### config.mk
export PLATFORM = sky130hd
export DESIGN_NAME = cam_cmd_sequencer
export DESIGN_NICKNAME = d
export VERILOG_FILES = /design/src/rtl/cam_seq_pkg.sv /design/src/rtl/cam_cmd_rom.sv /design/src/rtl/cam_cmd_sequencer.sv
export SDC_FILE = /design/constraint.sdc
export NUM_CORES = 1
export LEC_CHECK = 0
export CORE_AREA = 2 2 121 64
export CTS_CLUSTER_DIAMETER = 60
export DETAILED_ROUTE_END_ITERATION = 16
export DIE_AREA = 0 0 123 66
export PLACE_DENSITY_LB_ADDON = 0.15
export SLEW_MARGIN = 5
export SYNTH_ARGS = -nofsm -noshare
export SYNTH_HDL_FRONTEND = slang
export SYNTH_SLANG_ARGS = --single-unit
### constraint.sdc
create_clock -name clk -period 4.6 [get_ports clk]
set_input_delay 1.15 -clock clk [delete_from_list [all_inputs] [get_ports clk]]
set_output_delay 1.15 -clock clk [all_outputs]
set_load 0.1 [all_outputs]
### src/rtl/cam_seq_pkg.sv
// Shared types and constants for the camera command sequencer:
// FSM state encoding, table markers and the per-profile command tables.
package cam_seq_pkg;

    localparam int CMD_W = 16;

    localparam logic [CMD_W-1:0] END_MARK  = 16'hFFFF;
    localparam logic [7:0]       DELAY_TAG = 8'hFE;

    typedef enum logic [2:0] {
        IDLE,
        FETCH,
        PRESENT,
        DELAY,
        DONE
    } seq_state_t;

    // Stored length of each built-in table; entries past this read as END_MARK.
    localparam int TABLE_LEN  = 8;
    localparam int NUM_TABLES = 2;

    typedef logic [CMD_W-1:0] table_t [NUM_TABLES][TABLE_LEN];

    // Entry format: {register address, value}; 16'hFExx waits xx delay ticks.
    localparam table_t PROFILE_TABLES = '{
        '{16'h1280, 16'h1280, 16'h1200, 16'h3011,
          16'h3022, 16'hFFFF, 16'hFFFF, 16'hFFFF},
        '{16'h2101, 16'hFE02, 16'h2102, 16'hFE00,
          16'h2103, 16'hFFFF, 16'hFFFF, 16'hFFFF}
    };

endpackage

### src/rtl/cam_cmd_rom.sv
// Command table storage: one flat array addressed by {profile, index},
// with a registered read port so it maps onto block RAM.
module cam_cmd_rom
    import cam_seq_pkg::*;
#(
    parameter int NUM_PROFILES = 2,
    parameter int DEPTH        = 64,
    parameter int PROF_W       = 1,
    parameter int IDX_W        = 6
) (
    input  logic              clk,
    input  logic [PROF_W-1:0] profile,
    input  logic [IDX_W-1:0]  index,
    output logic [CMD_W-1:0]  entry
);

    localparam int ADDR_W   = PROF_W + IDX_W;
    localparam int ROM_SIZE = 2 ** ADDR_W;

    logic [CMD_W-1:0]  rom_mem [ROM_SIZE];
    logic [ADDR_W-1:0] addr;

    assign addr = {profile, index};

    // Unused profiles and slots beyond the stored tables read as the end marker.
    genvar gi;
    generate
        for (gi = 0; gi < ROM_SIZE; gi++) begin : g_fill
            localparam int PROF = gi / (2 ** IDX_W);
            localparam int IDX  = gi % (2 ** IDX_W);
            if (PROF < NUM_PROFILES && PROF < NUM_TABLES &&
                IDX < TABLE_LEN && IDX < DEPTH) begin : g_tab
                assign rom_mem[gi] = PROFILE_TABLES[PROF][IDX];
            end else begin : g_pad
                assign rom_mem[gi] = END_MARK;
            end
        end
    endgenerate

    // Registered read: entry reflects the address presented on the previous edge.
    always_ff @(posedge clk) begin
        entry <= rom_mem[addr];
    end

endmodule

### src/rtl/cam_cmd_sequencer.sv
// Plays a selected command table out to a register-write consumer, one
// entry per advance handshake, with embedded millisecond-style delays.
module cam_cmd_sequencer
    import cam_seq_pkg::*;
#(
    parameter int NUM_PROFILES = 2,
    parameter int DEPTH        = 64,
    parameter int DELAY_UNIT   = 100000,
    parameter int AUTO_START   = 1,
    localparam int PROF_W      = (NUM_PROFILES > 1) ? $clog2(NUM_PROFILES) : 1
) (
    input  logic              clk,
    input  logic              rst_n,
    input  logic              start,
    input  logic [PROF_W-1:0] profile_sel,
    input  logic              advance,
    output logic [CMD_W-1:0]  command,
    output logic              cmd_valid,
    output logic              busy,
    output logic              finished
);

    localparam int IDX_W = (DEPTH > 1) ? $clog2(DEPTH) : 1;
    localparam int CNT_W = $clog2(255 * DELAY_UNIT + 1);
    localparam logic [IDX_W-1:0] LAST_IDX = IDX_W'(DEPTH - 1);

    seq_state_t        state_reg, state_next;
    logic [IDX_W-1:0]  index_reg, index_next;
    logic [PROF_W-1:0] profile_reg, profile_next;
    logic [CNT_W-1:0]  count_reg, count_next;
    logic [CMD_W-1:0]  rom_data;

    // The ROM is addressed with the next-state pointer, so rom_data always
    // holds entry[profile_reg][index_reg] and FETCH can decode in one cycle.
    cam_cmd_rom #(
        .NUM_PROFILES (NUM_PROFILES),
        .DEPTH        (DEPTH),
        .PROF_W       (PROF_W),
        .IDX_W        (IDX_W)
    ) u_rom (
        .clk     (clk),
        .profile (profile_next),
        .index   (index_next),
        .entry   (rom_data)
    );

    // State, pointer and delay counter registers.
    always_ff @(posedge clk or negedge rst_n) begin
        if (!rst_n) begin
            state_reg   <= IDLE;
            index_reg   <= '0;
            profile_reg <= '0;
            count_reg   <= '0;
        end else begin
            state_reg   <= state_next;
            index_reg   <= index_next;
            profile_reg <= profile_next;
            count_reg   <= count_next;
        end
    end

    // Next-state logic and state-decoded outputs.
    always_comb begin
        state_next   = state_reg;
        index_next   = index_reg;
        profile_next = profile_reg;
        count_next   = count_reg;
        command      = END_MARK;
        cmd_valid    = 1'b0;
        busy         = 1'b0;
        finished     = 1'b0;

        case (state_reg)
            IDLE: begin
                if (start) begin
                    profile_next = profile_sel;
                    index_next   = '0;
                    count_next   = '0;
                    state_next   = FETCH;
                end else if (AUTO_START != 0) begin
                    profile_next = '0;
                    index_next   = '0;
                    count_next   = '0;
                    state_next   = FETCH;
                end
            end

            FETCH: begin
                busy = 1'b1;
                if (rom_data == END_MARK) begin
                    state_next = DONE;
                end else if (rom_data[15:8] == DELAY_TAG) begin
                    count_next = CNT_W'(rom_data[7:0]) * CNT_W'(DELAY_UNIT);
                    state_next = DELAY;
                end else begin
                    state_next = PRESENT;
                end
            end

            PRESENT: begin
                busy      = 1'b1;
                command   = rom_data;
                cmd_valid = 1'b1;
                if (advance) begin
                    // Running off the end of the table finishes; no wrap.
                    if (index_reg == LAST_IDX) begin
                        state_next = DONE;
                    end else begin
                        index_next = index_reg + 1'b1;
                        state_next = FETCH;
                    end
                end
            end

            DELAY: begin
                busy = 1'b1;
                if (count_reg == '0) begin
                    if (index_reg == LAST_IDX) begin
                        state_next = DONE;
                    end else begin
                        index_next = index_reg + 1'b1;
                        state_next = FETCH;
                    end
                end else begin
                    count_next = count_reg - 1'b1;
                end
            end

            DONE: begin
                finished = 1'b1;
                if (start) begin
                    profile_next = profile_sel;
                    index_next   = '0;
                    count_next   = '0;
                    state_next   = FETCH;
                end
            end

            default: begin
                state_next = IDLE;
            end
        endcase
    end

endmodule

==> flow_metrics.env <==
export IMPL_status="completed"
export IMPL_setup_ws_ns=0.311
export IMPL_period_share_pct=93.2
export IMPL_initial_utilization_pct=59.6
export IMPL_yosys_register_bits=46
export IMPL_drt_antenna_violating_nets=0
export IMPL_port_buffers=23
export IMPL_synth_distinct_cells=64
export IMPL_synthCells=508
export IMPL_dieArea_sq_um=8120
export IMPL_fill_cells=600
export IMPL_cts_root_buffer="clkbuf_16"
export IMPL_synth_top_area_share_pct=20.7
export IMPL_end_kind="register"
export IMPL_grt_ovfl_total=0
export IMPL_clk_latency_ns=0.30
export IMPL_cp_max_fo=6
export IMPL_finalSetupTns_ns=0
export IMPL_drcViolationCount=0
export IMPL_antenna_found_initial=0
export IMPL_fmax_mhz=233
export IMPL_grt_pass1_vias=3599
export IMPL_netlist_area_sq_um=4230
export IMPL_wl_per_cell_um=18.8
export IMPL_critPathMaxStageDelay_ns=0.47
export IMPL_die_y_um=66
export IMPL_synth_edf_count=0
export IMPL_crit_chain="inv_1 > ha_1 > xor2_1 > fa_1 > inv_1 > fa_1 > ha_1 > nor2b_1 > o31ai_1 > a211oi_2 > o31ai_1 > mux2i_1 > a31o_2 > nand2_1"
export IMPL_syn_nets=579
export IMPL_postCtsSetupRepairBufs=0
export IMPL_fin_nets=599
export IMPL_cp_start_kind="register"
export IMPL_yosysTopAreaCell="dfrtp_1"
export IMPL_ys_seq_area_share_pct=25.9
export IMPL_hold_worst_slack_ns=0.516
export IMPL_track_usage_pct=30.9
export IMPL_final_setup_skew_ns=0.00539
export IMPL_synth_warnings=0
export IMPL_required_ns=4.78
export IMPL_drive_gt1_share_pct=8.88
export IMPL_gp_congestion=0.959
export IMPL_synth_avg_cell_area_sq_um=8.33
export IMPL_synth_area_leaders="dfrtp_1, ha_1, fa_1"
export IMPL_relSlewSlack_pct=34.5
export IMPL_tightest_slew_ns=0.980
export IMPL_synth_ff_type="dfrtp_1"
export IMPL_cpMaxStageDelayCell="fa_1"
export IMPL_pin_count=24
export IMPL_cts_buffers_inserted=5
export IMPL_grt_pass1_wl_mm=19.1
export IMPL_fin_crit_ns=4.29
export IMPL_largest_register_ffs=25
export IMPL_clk_pin_slew_ns=0.07
export IMPL_maxCapViolCount=0
export IMPL_slew_violations=0
export IMPL_via_per_inst=6.21
export IMPL_grt_max_degree=36
export IMPL_fp_coreArea_sq_um=7100
export IMPL_drt_iter0_markers=472
export IMPL_crit_type="reg2reg"
export IMPL_clock_path_buffers=2
export IMPL_cts_tree="done"
export IMPL_finalSetupViolCount=0
export IMPL_dp_hpwl_mm=9.21
export IMPL_areaGrowthSynthToFinish_pct=10.7
export IMPL_hp_class="reg2reg"
export IMPL_vias=3884
export IMPL_cp_data_arrival_time_ns=4.47
export IMPL_rsz0062_at_grt="false"
export IMPL_place_ws_ns=0.307
export IMPL_n_antenna_cell=0
export IMPL_finalHoldViolCount=0
export IMPL_rows=22
export IMPL_clock_sinks=46
export IMPL_chipWidth_um=123
export IMPL_htreeDepth=2
export IMPL_wl_mm=11.8
export IMPL_async_flop_share_pct=76.1
export IMPL_drtPass1Iterations=5
## worst paths after layout
path	from	to	slack [ns]	cells after the start
worst max register to register	u_rom.entry[4]$_DFF_P_	count_reg[21]$_DFFE_PN0P_	0.31	14
worst min register to register	count_reg[1]$_DFFE_PN0P_	count_reg[1]$_DFFE_PN0P_	0.52	2
worst max-delay path	u_rom.entry[4]$_DFF_P_	count_reg[21]$_DFFE_PN0P_	0.31	14
min in group asynchronous	rst_n	index_reg[5]$_DFF_PN0_	1.28	2
max in group asynchronous	rst_n	state_reg[1]$_DFFE_PN0P_	2.99	2
worst min-delay path	count_reg[1]$_DFFE_PN0P_	count_reg[1]$_DFFE_PN0P_	0.52	2
## cells by family (layout without fill, tap and decap cells)
kind of cell / after synthesis / count (layout) / share of synthesized area [%]
buf+inv: 63 / 84 / 6.36
fa+ha+maj: 66 / 66 / 21.6
flops: 46 / 46 / 25.9
compound gates: 138 / 138 / 21.3
simple gates: 175 / 175 / 20.5
mux: 6 / 6 / 1.48
xor+xnor: 14 / 14 / 2.90
## what timing repair did
action / 4_1_cts / 5_1_grt
setup endpoints to repair: 0 / 1
gates resized for setup: 0 / 1
hold buffers: 0 / 0
## synth_stat cells (all sizes together) (3+ instances only)
library cell  count
or3               6
a21o              7
a31oi             6
nand4             4
o211ai            7
o21a              3
xnor2             7
buf               9
nand3            15
o22ai             3
dfrtp            35
o31ai             3
inv              42
nand2b           11
nor2b             6
nand2            45
ha               54
and3              4
nor2             43
fa               12
a211oi            4
nor3             23
xor2              7
a21oi            36
o31a              3
clkbuf           11
nor4b             3
o21ai            42
mux2i             4
nor4              4
dfxtp            11
## metal layers
layer	routed length, um	GRT usage, %
met1	5880	49.2
met2	4500	40.8
met3	1270	8.88
met4	106	4.97
met5	0	0
## metrics by stage
stage,cells,cell area (sq um),utilization (%)
2_1_floorplan,508,4230,-
3_3_place_gp,617,4510,63.5
3_5_place_dp,617,4510,63.5
4_1_cts,625,4680,65.9
5_1_grt,625,4680,66.0
6_report,625,4680,66.0
## area by class of cell
| class | instances | area, sq um | share of cell area [%] |
|---|---|---|---|
| Tap cell | 96 | 120 | 2.56 |
| Sequential cell | 46 | 1100 | 23.4 |
| Multi-Input combinational cell | 399 | 2870 | 61.3 |
| Clock inverter | 3 | 45.0 | 0.962 |
| Clock buffer | 5 | 125 | 2.67 |
| Inverter | 43 | 164 | 3.50 |
| Timing Repair Buffer | 33 | 263 | 5.61 |
## placed cells by master, fill, tap and decap left out, types with 5 or more instances in the layout
cell type and n:
nand2_1 44, or3_1 6, xnor2_1 7, nor3_1 23, fa_1 12, o21ai_0 42
xor2_1 7, clkdlybuf4s50_1 6, dfxtp_1 11, a21o_1 6, nor2b_1 6, a21oi_1 35
inv_1 41, dfrtp_1 35, a31oi_1 6, buf_4 27, o211ai_1 7, ha_1 54
nor2_1 43, nand3_1 15, clkbuf_16 5, nand2b_1 11
## critical path: cells and delay by family (launching register included)
| family | cells | cell delay, ns |
|---|---|---|
| XOR/XNOR | 1 | 0.31 |
| flip-flops | 1 | 0.42 |
| buffers and inverters | 2 | 0.22 |
| AND/OR/NAND/NOR | 2 | 0.23 |
| adder cells (fa/ha/maj) | 4 | 1.54 |
| AO/OA/AOI/OAI | 4 | 1.23 |
| multiplexers | 1 | 0.23 |
Power is not shown: default switching activity piles up to over one toggle a cycle in this logic, so the estimate is an artifact.
